--- src/rtl/force_seq_arbiter_if.sv ---
// Handshake and data bundle for force_seq_arbiter: requester side (master) and
// the arbiter that owns the forceable register (slave).
interface force_seq_arbiter_if #(
  parameter int WIDTH  = 1,
  parameter int NREQ   = 4,
  parameter int HOLD_W = 8
);
  localparam int OWN_W = $clog2(NREQ);

  logic [WIDTH-1:0]       d_in;
  logic [NREQ-1:0]        req_valid;
  logic [NREQ*WIDTH-1:0]  req_value;
  logic [NREQ*HOLD_W-1:0] req_hold;
  logic                   release_all;
  logic [NREQ-1:0]        req_ack;
  logic [WIDTH-1:0]       q;
  logic                   forced;
  logic [OWN_W-1:0]       owner;
  logic                   done;

  modport master (
    output d_in, req_valid, req_value, req_hold, release_all,
    input  req_ack, q, forced, owner, done
  );

  modport slave (
    input  d_in, req_valid, req_value, req_hold, release_all,
    output req_ack, q, forced, owner, done
  );
endinterface

--- src/rtl/force_seq_arbiter.sv ---
// Round-robin arbiter sequencing force/hold/release of one register overlay.
// Optional statistics outputs are built when FORCE_SEQ_STATS_EN is defined.
module force_seq_arbiter #(
  parameter int WIDTH  = 1,
  parameter int NREQ   = 4,
  parameter int HOLD_W = 8
) (
  input  logic                clk,
  input  logic                rst_n,
  force_seq_arbiter_if.slave  bus
`ifdef FORCE_SEQ_STATS_EN
  ,
  output logic [15:0]         force_count,
  output logic                early_release
`endif
);

  localparam int PTR_W = $clog2(NREQ);

  typedef enum logic [1:0] {
    S_IDLE,
    S_HOLD,
    S_RELEASE
  } state_t;

  state_t            state_q, state_d;
  logic [WIDTH-1:0]  r_q;
  logic [WIDTH-1:0]  fval_q, fval_d;
  logic [HOLD_W-1:0] cnt_q, cnt_d;
  logic [PTR_W-1:0]  rr_ptr_q, rr_ptr_d;
  logic [PTR_W-1:0]  owner_q, owner_d;
  logic [NREQ-1:0]   ack_q, ack_d;

  logic [WIDTH-1:0]  value_arr [NREQ];
  logic [HOLD_W-1:0] hold_arr  [NREQ];
  logic              grant_found;
  logic [PTR_W-1:0]  grant_idx;
  logic [PTR_W-1:0]  scan_idx;
  logic              forced_w;

  for (genvar g = 0; g < NREQ; g++) begin : g_unpack
    assign value_arr[g] = bus.req_value[g*WIDTH +: WIDTH];
    assign hold_arr[g]  = bus.req_hold[g*HOLD_W +: HOLD_W];
  end

  // Scan from rr_ptr upward with wrap; the first set bit wins.
  always_comb begin
    grant_found = 1'b0;
    grant_idx   = '0;
    scan_idx    = rr_ptr_q;
    for (int i = 0; i < NREQ; i++) begin
      if (!grant_found && bus.req_valid[scan_idx]) begin
        grant_found = 1'b1;
        grant_idx   = scan_idx;
      end
      scan_idx = (scan_idx == PTR_W'(NREQ - 1)) ? '0 : scan_idx + 1'b1;
    end
  end

  always_comb begin
    // NOTE: every signal written here gets a default first, so no path can infer a latch.
    state_d  = state_q;
    fval_d   = fval_q;
    cnt_d    = cnt_q;
    rr_ptr_d = rr_ptr_q;
    owner_d  = owner_q;
    ack_d    = '0;
    unique case (state_q)
      S_IDLE: begin
        if (grant_found && !bus.release_all) begin
          ack_d    = NREQ'(1) << grant_idx;
          fval_d   = value_arr[grant_idx];
          cnt_d    = hold_arr[grant_idx];
          owner_d  = grant_idx;
          rr_ptr_d = (grant_idx == PTR_W'(NREQ - 1)) ? '0 : grant_idx + 1'b1;
          state_d  = S_HOLD;
        end
      end
      S_HOLD: begin
        if (bus.release_all || cnt_q == '0) begin
          state_d = S_RELEASE;
        end else begin
          cnt_d = cnt_q - 1'b1;
        end
      end
      S_RELEASE: state_d = S_IDLE;
      default:   state_d = S_IDLE;
    endcase
  end

  always_ff @(posedge clk or negedge rst_n) begin
    if (!rst_n) begin
      state_q  <= S_IDLE;
      r_q      <= '0;
      fval_q   <= '0;
      cnt_q    <= '0;
      rr_ptr_q <= '0;
      owner_q  <= '0;
      ack_q    <= '0;
    end else begin
      // NOTE: non-blocking assignments so every register samples pre-edge values.
      state_q  <= state_d;
      r_q      <= bus.d_in;
      fval_q   <= fval_d;
      cnt_q    <= cnt_d;
      rr_ptr_q <= rr_ptr_d;
      owner_q  <= owner_d;
      ack_q    <= ack_d;
    end
  end

  // The overlay is purely combinational, so dropping it shows the latest r at once.
  assign forced_w    = (state_q == S_HOLD);
  assign bus.forced  = forced_w;
  assign bus.done    = (state_q == S_RELEASE);
  assign bus.q       = forced_w ? fval_q : r_q;
  assign bus.owner   = owner_q;
  assign bus.req_ack = ack_q;

`ifdef FORCE_SEQ_STATS_EN
  logic [15:0] force_count_q;
  logic        early_release_q;

  always_ff @(posedge clk or negedge rst_n) begin
    if (!rst_n) begin
      force_count_q   <= '0;
      early_release_q <= 1'b0;
    end else begin
      if (state_q == S_RELEASE && force_count_q != 16'hFFFF) begin
        force_count_q <= force_count_q + 16'd1;
      end
      if (state_q == S_HOLD && bus.release_all) begin
        early_release_q <= 1'b1;
      end
    end
  end

  assign force_count   = force_count_q;
  assign early_release = early_release_q;
`else
  // Statistics counters are not built in this configuration.
`endif

endmodule
--- src/flat_wrapper.sv ---
// flat-port wrapper written by rule: the top's interface ports become plain ports
module force_seq_arbiter_flat 
#(
  parameter int WIDTH  = 1,
  parameter int NREQ   = 4,
  parameter int HOLD_W = 8
)
  (clk, rst_n, bus_d_in, bus_req_valid, bus_req_value, bus_req_hold, bus_release_all, bus_req_ack, bus_q, bus_forced, bus_owner, bus_done);
  force_seq_arbiter_if #(.WIDTH(WIDTH), .NREQ(NREQ), .HOLD_W(HOLD_W)) bus_i ();
  input  logic clk;
  input  logic rst_n;
  input wire logic [$bits(bus_i.d_in)-1:0] bus_d_in;
  input wire logic [$bits(bus_i.req_valid)-1:0] bus_req_valid;
  input wire logic [$bits(bus_i.req_value)-1:0] bus_req_value;
  input wire logic [$bits(bus_i.req_hold)-1:0] bus_req_hold;
  input wire logic [$bits(bus_i.release_all)-1:0] bus_release_all;
  output wire logic [$bits(bus_i.req_ack)-1:0] bus_req_ack;
  output wire logic [$bits(bus_i.q)-1:0] bus_q;
  output wire logic [$bits(bus_i.forced)-1:0] bus_forced;
  output wire logic [$bits(bus_i.owner)-1:0] bus_owner;
  output wire logic [$bits(bus_i.done)-1:0] bus_done;
  assign bus_i.d_in = bus_d_in;
  assign bus_i.req_valid = bus_req_valid;
  assign bus_i.req_value = bus_req_value;
  assign bus_i.req_hold = bus_req_hold;
  assign bus_i.release_all = bus_release_all;
  assign bus_req_ack = bus_i.req_ack;
  assign bus_q = bus_i.q;
  assign bus_forced = bus_i.forced;
  assign bus_owner = bus_i.owner;
  assign bus_done = bus_i.done;
  force_seq_arbiter #(.WIDTH(WIDTH), .NREQ(NREQ), .HOLD_W(HOLD_W)) u_core (.clk(clk), .rst_n(rst_n), .bus(bus_i));
endmodule
--- config.mk ---
export PLATFORM = sky130hd
export DESIGN_NAME = force_seq_arbiter_flat
export DESIGN_NICKNAME = d
export VERILOG_FILES = /design/src/rtl/force_seq_arbiter_if.sv /design/src/rtl/force_seq_arbiter.sv /design/src/flat_wrapper.sv
export SDC_FILE = /design/constraint.sdc
export NUM_CORES = 1
export LEC_CHECK = 0
export CAP_MARGIN = 20
export CORE_MARGIN = 2
export CORE_UTILIZATION = 51
export CTS_CLUSTER_DIAMETER = 40
export DETAILED_ROUTE_END_ITERATION = 10
export MAX_ROUTING_LAYER = met4
export PLACE_DENSITY = 0.93
export SLEW_MARGIN = 20
export SYNTH_ARGS = -nofsm -noshare
export SYNTH_HDL_FRONTEND = slang
export SYNTH_SLANG_ARGS = --single-unit
--- constraint.sdc ---
create_clock -name clk -period 7.3 [get_ports clk]
set_input_delay 1.095 -clock clk [delete_from_list [all_inputs] [get_ports clk]]
set_output_delay 1.095 -clock clk [all_outputs]
set_load 0.005 [all_outputs]
After elaboration in Yosys (flattened, before gate mapping):

Index checks and enable logic that the tools add are counted.

* add/subtract/negate cells: 5
* multiply operators: 0
* div/mod/pow operators: 0
* order comparisons: 5
* equality and inequality tests: 9
* shift operators: 1
* multiplexer cells: 35
* bitwise gates (word level): 1
* reductions and logical operators: 15

Operators with widths (count)
* $mux 8: 4
* $mux 2: 10
* $bmux 8 s2: 1
* $pmux 8 s2: 1
* $lt 2x3->1 const B: 4
* $mux 1: 11
* $bmux 1 s2: 5
* $eq 2x2->1 const B: 5
* $add 2x1->2 const B: 4
* $logic_not 8->1: 1
* $mux 4: 2
* $sub 8x1->8 const B: 1
* $logic_and 1x1->1: 4
* $logic_not 1->1: 4
* $ne 2x2->1 const B: 2
* $pmux 2 s2: 1
* $reduce_and 2->1: 2
* $shl 1x2->4 const A: 1
* $ge 3x3->1 const B: 1
* $not 2->3: 1
* $reduce_and 3->1: 1
* $eq 2x1->1 const B: 1
* $logic_not 2->1: 1
* $ne 2x1->1 const B: 1
* other kinds (2): 2

* register bits: 20
* latch bits: 0
* memory bits (writable): 0
* bits in read-only memories: 0
* input port bits: 44
* output and inout bits: 9
* word-level logic and storage cells: 78
* memories kept: 0

Longest topological paths before layout:

Gate-level depths: netlist of the first run.

* depth in word-level cells: 18
* depth in mapped cells: 10
* gate-level depth less buffers: 9

Worst setup path before layout of the first run:

OpenSTA, ideal clock, no wires.

* path kind: input port to flip-flop
* from: in bus_req_valid[1]
* to: reg u_core.fval_q
* library setup time: 0.125 ns
* data arrival time: 2.944 ns
* required time: 7.175 ns
* path slack: 4.231 ns
* cell stages on the path: 7
* path buffers: 1
* cell sequence: buf_6 mux4_1 nand2b_1 o21ai_2 a31o_4 mux4_2 mux2_4

* longest elaborated chain between the ends: 16
* elaborated cells between the ends (all ways): 28
* those cells by class: mux (19); bitwise (1); reduce/logical (8)

Ends and longest elaborated chain
* start: declaration: line flat_wrapper.sv:13 `input wire logic [$bits(bus_i.req_valid)-1:0] bus_req_valid;`
* $bmux 1 s2: line force_seq_arbiter.sv:52 `if (!grant_found && bus.req_valid[scan_idx]) begin`
* $mux 1 (implied by the code): line force_seq_arbiter.sv:52
* $mux 1: line force_seq_arbiter.sv:52
* $logic_not 1->1: line force_seq_arbiter.sv:52
* $logic_and 1x1->1: line force_seq_arbiter.sv:52
* $mux 1: line force_seq_arbiter.sv:52
* $logic_not 1->1: line force_seq_arbiter.sv:52
* $logic_and 1x1->1: line force_seq_arbiter.sv:52
* $mux 1: line force_seq_arbiter.sv:52
* $logic_not 1->1: line force_seq_arbiter.sv:52
* $logic_and 1x1->1: line force_seq_arbiter.sv:52
* $mux 2: line force_seq_arbiter.sv:52
* $not 2->3 (implied by the code): line force_seq_arbiter.sv:72 `fval_d = value_arr[grant_idx];`
* $bmux 1 s2: line force_seq_arbiter.sv:72
* $mux 1 (implied by the code) (2 in a row): line force_seq_arbiter.sv:72
* end signal: assignment: line force_seq_arbiter.sv:104 `fval_q <= fval_d;`
* end: declaration: line force_seq_arbiter.sv:28 `logic [WIDTH-1:0] fval_q, fval_d;`

Several ways; a longest one is shown, not always the timed one. The select of a mux whose other input is x is not followed.
A chain may end at the register's enable or synchronous reset.

Worst setup path in the final report of the first run:

* from: in bus_req_valid[2]
* to: reg u_core.cnt_q[7]

* longest elaborated chain between the ends: 18
* elaborated cells between the ends (all ways): 31
* those cells by class: eq/ne (1); mux (21); bitwise (1); reduce/logical (8)

Ends and longest elaborated chain
* $bmux 1 s2: line force_seq_arbiter.sv:52
* $mux 1 (implied by the code): line force_seq_arbiter.sv:52
* $mux 1: line force_seq_arbiter.sv:52
* $logic_not 1->1: line force_seq_arbiter.sv:52
* $logic_and 1x1->1: line force_seq_arbiter.sv:52
* $mux 1: line force_seq_arbiter.sv:52
* $logic_not 1->1: line force_seq_arbiter.sv:52
* $logic_and 1x1->1: line force_seq_arbiter.sv:52
* $mux 1: line force_seq_arbiter.sv:52
* $logic_not 1->1: line force_seq_arbiter.sv:52
* $logic_and 1x1->1: line force_seq_arbiter.sv:52
* $mux 2: line force_seq_arbiter.sv:52
* $not 2->3 (implied by the code): line force_seq_arbiter.sv:73 `cnt_d = hold_arr[grant_idx];`
* $bmux 8 s2: line force_seq_arbiter.sv:73
* $mux 8 (implied by the code) (2 in a row): line force_seq_arbiter.sv:73
* $mux 8: line force_seq_arbiter.sv:70 `if (grant_found && !bus.release_all) begin`
* $pmux 8 s2: line force_seq_arbiter.sv:68 `unique case (state_q)`
* end signal: assignment: line force_seq_arbiter.sv:105 `cnt_q <= cnt_d;`
* end: declaration: line force_seq_arbiter.sv:29 `logic [HOLD_W-1:0] cnt_q, cnt_d;`

Several ways; a longest one is shown, not always the timed one. The select of a mux whose other input is x is not followed.

==> results of run 1 <==
[stage by stage]
stage / utilization (%) / cells / hold slack [ns] / power [mW]
3_3_place_gp: 66.63 / 276 / 0.5049 / 0.7827
5_1_grt: 68.56 / 281 / 0.5622 / 0.9903
3_5_place_dp: 66.63 / 276 / 0.5060 / 0.8060
6_report: 68.56 / 281 / 0.5417 / 0.9219
4_1_cts: 68.22 / 280 / 0.5345 / 0.9050
2_1_floorplan: - / 189 / 0.4818 / 0.6889
[final timing paths]
path	from	to	slack [ns]
worst min register to register	u_core.bus.owner[1]$_DFFE_PN0P_	u_core.bus.owner[1]$_DFFE_PN0P_	0.54
max in group asynchronous	rst_n	u_core.cnt_q[0]$_DFFE_PN0P_	5.47
min in group asynchronous	rst_n	u_core.cnt_q[2]$_DFFE_PN0P_	1.28
worst max register to register	u_core.rr_ptr_q[0]$_DFFE_PN0P_	u_core.cnt_q[7]$_DFFE_PN0P_	3.78
worst min-delay path	u_core.bus.owner[1]$_DFFE_PN0P_	u_core.bus.owner[1]$_DFFE_PN0P_	0.54
worst max-delay path	bus_req_valid[2]	u_core.cnt_q[7]$_DFFE_PN0P_	3.65
[state kept, by name, indices dropped and copies added (netlist names)]
signal / cells
u_core.bus.owner: 2
u_core.r_q: 1
u_core.cnt_q: 8
u_core.bus.req_ack: 4
u_core.state_q: 2
u_core.rr_ptr_q: 2
u_core.fval_q: 1
[cell type report]
type	count	share of cell area, %
timing repair buffer	53	23.43
sequential	20	22.05
clock buffer	3	0.9923
inverter	10	1.654
tap	46	2.536
clock inverter	1	1.323
multi-input combinational	148	48.02
[cell families after synthesis]
kind of cell,count (synthesis),share of synthesized area [%]
adder cells (fa/ha/maj),4,2.880
flip-flops,20,28.80
AO/OA/AOI/OAI,52,21.67
multiplexers,23,15.98
AND/OR/NAND/NOR,69,21.60
buffers and inverters,21,9.071
[per-layer routing]
| layer | GRT usage [%] | up-vias |
|---|---|---|
| met5 | - | - |
| met4 | 7.222 | 0 |
| met3 | 3.964 | 8 |
| met2 | 44.16 | 55 |
| met1 | 28.51 | 827 |
| li1 | - | 800 |
[cells in the final DEF (no fill, tap or decap), drive strengths merged, types with 4 or more instances in the layout]
cell / n
a211o: 5
a21oi: 5
and2: 4
clkdlybuf4s50: 52
dfrtp: 20
ha: 4
inv: 10
mux2i: 18
nand2: 20
nand2b: 4
nor2: 11
nor2b: 4
nor3: 8
nor4: 4
o211ai: 4
o21ai: 14
o22ai: 6
[worst register-to-register path, delay by kind of cell (launching register included)]
family | cells | cell delay (ns)
AO/OA/AOI/OAI | 3 | 0.89
adder cells (fa/ha/maj) | 1 | 0.69
buffers and inverters | 1 | 0.27
flip-flops | 1 | 0.64
multiplexers | 2 | 0.93
[power by group through the flow]
stage                     clock, mW  sequential (mW)  combinational (mW)
after floorplan                   0            0.191               0.498
after global placement            0            0.211               0.571
after detailed placement          0            0.213               0.593
after CTS                    0.0935            0.214               0.598
after global routing         0.0980            0.224               0.668
final                        0.0909            0.216               0.615
==> out/summary.md, run 1 <==
STA classifies the critical path endpoint as a register. The flow ran to the end, and the final reports show no timing, DRC or antenna violations. The first routing iteration left 113 violations.

The core region is 3311 µm². The total stage count of the critical path works out to 7. The most common flop cell mapped by yosys was sky130_fd_sc_hd__dfrtp_1. The detail route stage leaves a number of antenna-violating nets equal to 0. The run gives 52 as the unique cell type count in the Yosys netlist.

For the area of the die, the log shows 3891 µm². The top cell type by area accounts for 28.80% of the synthesized area. The die boundary height came out at 62.38 µm.

After synthesis, the cell types taking the most area are sky130_fd_sc_hd__dfrtp_1 29%, sky130_fd_sc_hd__mux2i_1 10%, sky130_fd_sc_hd__nand2_1 4.1%. In the final timing run, aggregate negative setup slack is 0 ns. The worst setup skew after layout is 0.01477 ns, and the transition time at the pin with the least slew margin is 0.8921 ns. The slowest stage of the critical path is the sky130_fd_sc_hd__mux4_1 cell. The logs give 21 for the placement row count and 0.8790 for the placer's final routability congestion estimate. Among cell families on the critical path, the largest total delay comes from multiplexers. The clock tree buffer depth is 2, and the total placed instance area is 2206 µm².

Summing all multi-input logic gate instances after layout gives 1090 µm². The first-pass GRT wire length is 7569 µm. The count of buffers added on input and output ports is 52. Setup violations remaining at the end of the flow were counted as 0.

Setup repair after global routing left no endpoint under its margin. During synthesis, Yosys emitted a total of 0 warnings. In the detailed route, the total length drawn on met2 is 2486 µm. The number of cells on the worst reg-to-reg path is 7. The share of layout cells above drive strength 1 is 8.511%.

The sum of net half-perimeters after detailed placement is 3452 µm. In this run the tightest slew margin relative to its limit is 40.34%. The first TritonRoute pass finished after 4 iterations.

Synthesis produced 189 cells. The number of hold-slack violations in the final timing report was 0; the clock sink total was 20. The cell area after synthesis was 1738 µm².

The number of buffers added by the clock tree synthesis step was 3; the number of buffers added to fix hold violations after cts was 0. The critical path contains buffers and inverters numbering 2 combined. For this run, the slowest stage of the critical path takes 0.69 ns.

Once the clock tree was built, the setup fixing pass inserted 0 buffers. The post-synthesis net count is 237. The post-layout minimum cycle time is 3.646 ns. Dividing total power by cell area gives a power density of 406.2 nW/µm².

Of the total power, combinational logic draws 66.7%. Summing over every cut layer, the via total after detailed routing is 1690. The critical path start-end classification is in2reg. The number of remaining DRC errors is 0, and the number of gates resized after CTS is 0. The logs give 1662 for the number of global-route vias before repair and 52.49% for the starting density of the core. Clock latency on the worst-skew pair, taken at its later pin, is 0.31 ns.

The clock transition at the register clock pins on the worst setup and hold paths after CTS was 0.12 ns; the maximum frequency from static timing analysis was 274.3 MHz. Internal power comes to 0.5140 mW. The analysis attributes to net switching a power of 0.4079 mW. The logs give 24.62% for the overall global routing resource usage and 7.51 ns for the worst endpoint required time.

The synthesized design contains 20 register bits. Counting instances in the post-synthesis netlist gives the leading cell types as 20 x sky130_fd_sc_hd__dfrtp_1, 19 x sky130_fd_sc_hd__nand2_1, 18 x sky130_fd_sc_hd__mux2i_1. Worst hold path depth: 2.

Walking the worst path, the cells encountered are clkdlybuf4s50_1 -> mux4_1 -> o311ai_4 -> buf_6 -> mux2i_1 -> o22ai_1 -> a211o_1. Dividing the synthesized area by the synthesized cell count gives 9.195 µm². During I/O placement, the number of pins put on the boundary was 53.

For the critical path arrival, the log shows 3.85 ns. TritonCTS built the clock tree. The routed metal-1 wirelength is 1874 µm, and the peak ir drop on the vdd network is 0.2584 mV.

Sequential elements use 28.80% of the synthesized area. The run gives 23.5% as the part of the total power dissipated in sequential elements. Max-cap violations in this run came to 0.

Detailed routing placed a total of 190 µm of wire on met3. The worst setup path is launched from an input port. In this run, synthesis inferred 0 flip-flops with an integrated enable. Of all cell types, the one taking the most synthesized area is sky130_fd_sc_hd__dfrtp_1.

Cell at the root of the clock tree: sky130_fd_sc_hd__clkbuf_4. The relative area change from synthesis to final layout was 30.60%. The per-cell routed wire length was 16.38 µm; the finished layout cell area was 2270 µm².

For this design the static power due to leakage is 0.9699 nW. The logs give 284 for the number of nets in the layout and 3.108 ns for the worst slack after detailed placement. After detailed routing, no signal wire sits above met4. The clock network is responsible for 9.9% of the overall power. In the routed layout, each cell is associated on average with a via count of 6.014.

The die span in x was 62.38 µm; the H-tree level count was 1. The fraction of registers with async set/reset is 100.0%, and the number of slew-limit violations in the final report is 0. The worst path meets setup with 3.654 ns of slack. Along the worst path, the maximum fanout reaches 13. Among all cell types in the netlist, the one instantiated most often is sky130_fd_sc_hd__dfrtp_1. Net switching is 44.24% of the power.

Final critical-path share of the clock period: 49.95%. The logs give 0 for the total congestion overflow after global routing and 22 for the largest net degree at the start of global routing. The filler cell count in the final layout was 259; the number of antenna violations at the first check in global routing was 0.

The routed design has 4604 µm of wire. The repair_antennas step left the layout with diodes totalling 0. The worst hold path belongs to the class reg2reg. Across the whole layout, storage elements account for 500.5 µm².
Note: power is estimated with default switching activity, not from simulation.
==> inputs of run 2 (changes only) <==
Settings changed: CORE_UTILIZATION 51 to 47, PLACE_DENSITY 0.93 to 0.87.
Clock period 7.3 ns to 3.6 ns, I/O delays scaled along.
==> out/summary.md, run 2 (synthesis gave the netlist of run 1 again) <==
The run finished with clean final reports. The transition time at the pin with the least slew margin was 0.8794 ns. Across all hold checks on the routed design, the worst slack comes to 0.5158 ns.

The clock transition at the register clock pins on the worst setup and hold paths after CTS is 0.08 ns. The register containing the most flip-flops in the final layout is u_core.cnt_q. The run gives 0.4282 ns as the worst slack after detailed placement. The critical path is of the in2reg type. For the count of pins on the block boundary, the log shows 53.

The tools report the number of buffers added to fix hold violations after cts as 0. The worst register-to-register path has a depth of 7. Setup slack closes at 0.6556 ns. Number of global-route vias before repair: 1538.

The worst setup path is captured at a register. The tools report the number of antenna violations at the first check in global routing as 0. The number of buffers added by the clock tree synthesis step was 3. The number of slew-limit violations in the final report was 0. The worst slew margin relative to its limit is 41.19%. The final critical-path share of the clock period was 81.79%; the peak ir drop on the vdd network was 0.4342 mV. The clock passes through at most 2 buffers. The kind of cell adding the most delay to the critical path was multiplexers.

The die boundary height works out to 64.81 µm. Setup repair after global routing left no endpoint under its margin. Setup violations remaining at the end of the flow were counted as 0. TritonCTS built the clock tree. The worst register-to-register path begins at u_core.rr_ptr_q[1]$_DFFE_PN0P_.

The number of remaining DRC errors is 0, and the total negative slack for setup checks is 0 ns. In this run the horizontal extent of the chip is 64.81 µm. The library cell used most frequently in the layout, excluding fill and tap cells, is sky130_fd_sc_hd__clkdlybuf4s50_1.

The area of the die came out at 4200 µm². Summing over every cut layer, the via total after detailed routing is 1631. The post-layout minimum cycle time works out to 2.944 ns. The worst hold path belongs to the class reg2reg. The worst hold path depth is 2, and the starting density of the core is 48.20%. The core region is 3606 µm². The power per cell area is 824.2 nW/µm², and the source-to-sink clock delay at the later pin of the worst-skew pair is 0.26 ns. Cell at the root of the clock tree: sky130_fd_sc_hd__clkbuf_8. The number of nets still failing antenna checks after routing came out at 0. The worst hold path terminates at u_core.bus.owner[1]$_DFFE_PN0P_. The tools report the count of buffers added by post-CTS timing repair for setup as 0.

The total power came out at 1.910 mW. The share of layout cells above drive strength 1 was 10.04%. For this run, the detailed router's first-pass iteration total came to 4. Counting tap cells, the placed design contains a total of 283 instances.

Flip-flop count of the largest register, all copies and words added: 8. 0 antenna diodes ended up in the layout. Data on the critical path arrives at its endpoint at 3.10 ns.

The critical-path cell with the highest stage delay is sky130_fd_sc_hd__mux4_1. The peak fanout along the critical path came out at 21. Capture point of the worst reg-to-reg path: u_core.cnt_q[6]$_DFFE_PN0P_. Data on the critical path is required at its endpoint by 3.75 ns. The top cell types in the final layout, fill and taps aside, are 52 x sky130_fd_sc_hd__clkdlybuf4s50_1, 20 x sky130_fd_sc_hd__dfrtp_1, 19 x sky130_fd_sc_hd__nand2_1.

The total wirelength of the detailed-routed design was 4495 µm. The startpoint of the tightest hold check path is u_core.bus.owner[1]$_DFFE_PN0P_. For this run, the slowest stage of the critical path takes 0.65 ns.

The placer's final routability congestion estimate is 0.9177, and the number of input and output port buffers inserted is 52. The finished layout holds 287 standard cells, fillers aside. For this design the static power due to leakage is 0.9961 nW.

The H-tree level count was 1. The tools report the startpoint type of the worst setup path as an input port. For the placement row count, the log shows 22. The violation count after the first detailed-routing iteration is 236, and the number of hold-slack violations in the final timing report is 0. Across all register-to-register paths, the minimum setup slack is 0.68 ns. In the final routed layout, each cell accounts on average for 15.66 µm.

The logs give 0 for the number of gates resized after CTS and 0.006868 ns for the worst setup skew after layout. The wire-length estimate of the detail-placed layout is 3390 µm. In the global route stage, overall resource usage came out at 22.59%.

Clock sink total: 20. The critical path buffer and inverter count was 2; the total congestion overflow after global routing was 0. The mean number of vias per cell came out at 5.683.

Static timing analysis puts the maximum clock frequency at 339.6 MHz. The first global-routing pass estimated 7251 µm of wire. The relative area change from synthesis to final layout is 33.33%, and the max-capacitance violation count is 0. At the end of the flow, the number of nets in the layout was 288. Largest net degree at the start of global routing: 22.

The critical path goes through clkdlybuf4s50_1 -> mux4_1 -> o311ai_4 -> buf_4 -> mux2i_1 -> o22ai_1 -> a211o_1.
[run 2: cell types whose count changed in the layout (fill, tap and decap cells not counted)]
cell	change
sky130_fd_sc_hd__clkbuf_8	+3
sky130_fd_sc_hd__buf_6	-1
sky130_fd_sc_hd__buf_4	+5
sky130_fd_sc_hd__clkbuf_4	-3
[run 2: how the worst max path moves through the flow]
stage	to	cells past startpoint	slack, ns	from
after floorplan	u_core.fval_q$_DFFE_PN0P_	6	1.04	u_core.rr_ptr_q[0]$_DFFE_PN0P_
after global placement	u_core.fval_q$_DFFE_PN0P_	6	0.53	bus_req_valid[3]
after detailed placement	u_core.cnt_q[7]$_DFFE_PN0P_	7	0.43	bus_req_valid[1]
after CTS	u_core.cnt_q[6]$_DFFE_PN0P_	7	0.67	bus_req_valid[1]
after global routing	u_core.cnt_q[6]$_DFFE_PN0P_	10	0.53	bus_req_valid[2]
final	u_core.cnt_q[6]$_DFFE_PN0P_	7	0.66	bus_req_valid[3]
[run 2: layout make-up]
class / count / area, µm²
clock buffers: 3 / 41.29
flip-flops and latches: 20 / 500.5
repair buffers: 57 / 558.0
well taps: 48 / 60.06
clock inverters: 1 / 30.03
inverters: 10 / 37.54
multi-input cells: 148 / 1090
fillers: 275 / 1289
[run 2: where the power goes]
part	internal (mW)	switching [mW]	leakage [nW]	total [mW]
combinational	0.621	0.659	0.711	1.28
clock	0.148	0.0740	0.0357	0.222
sequential	0.319	0.0883	0.249	0.407
[run 2: layer usage]
layer / vias up / part of all wire (%) / wire (µm) / global-route usage [%]
li1: 804 / - / - / -
met1: 752 / 41 / 1852 / 30.44
met2: 73 / 53 / 2362 / 37.37
met3: 2 / 5.7 / 258 / 3.646
met4: 0 / 0.49 / 22 / 2.128
met5: - / 0 / 0 / -
[run 2: tightest hold or removal path: cells and delay by family (launching register included)]
kind	cells	cell delay, ns
flops	1	0.38
buf+inv	1	0.05
compound gates	1	0.05
[run 2: metrics by stage]
stage	util [%]	cell area (µm²)
after floorplan	-	1738
after global placement	62.28	2246
after detailed placement	62.28	2246
after CTS	64.26	2317
after global routing	64.26	2317
final	64.26	2317
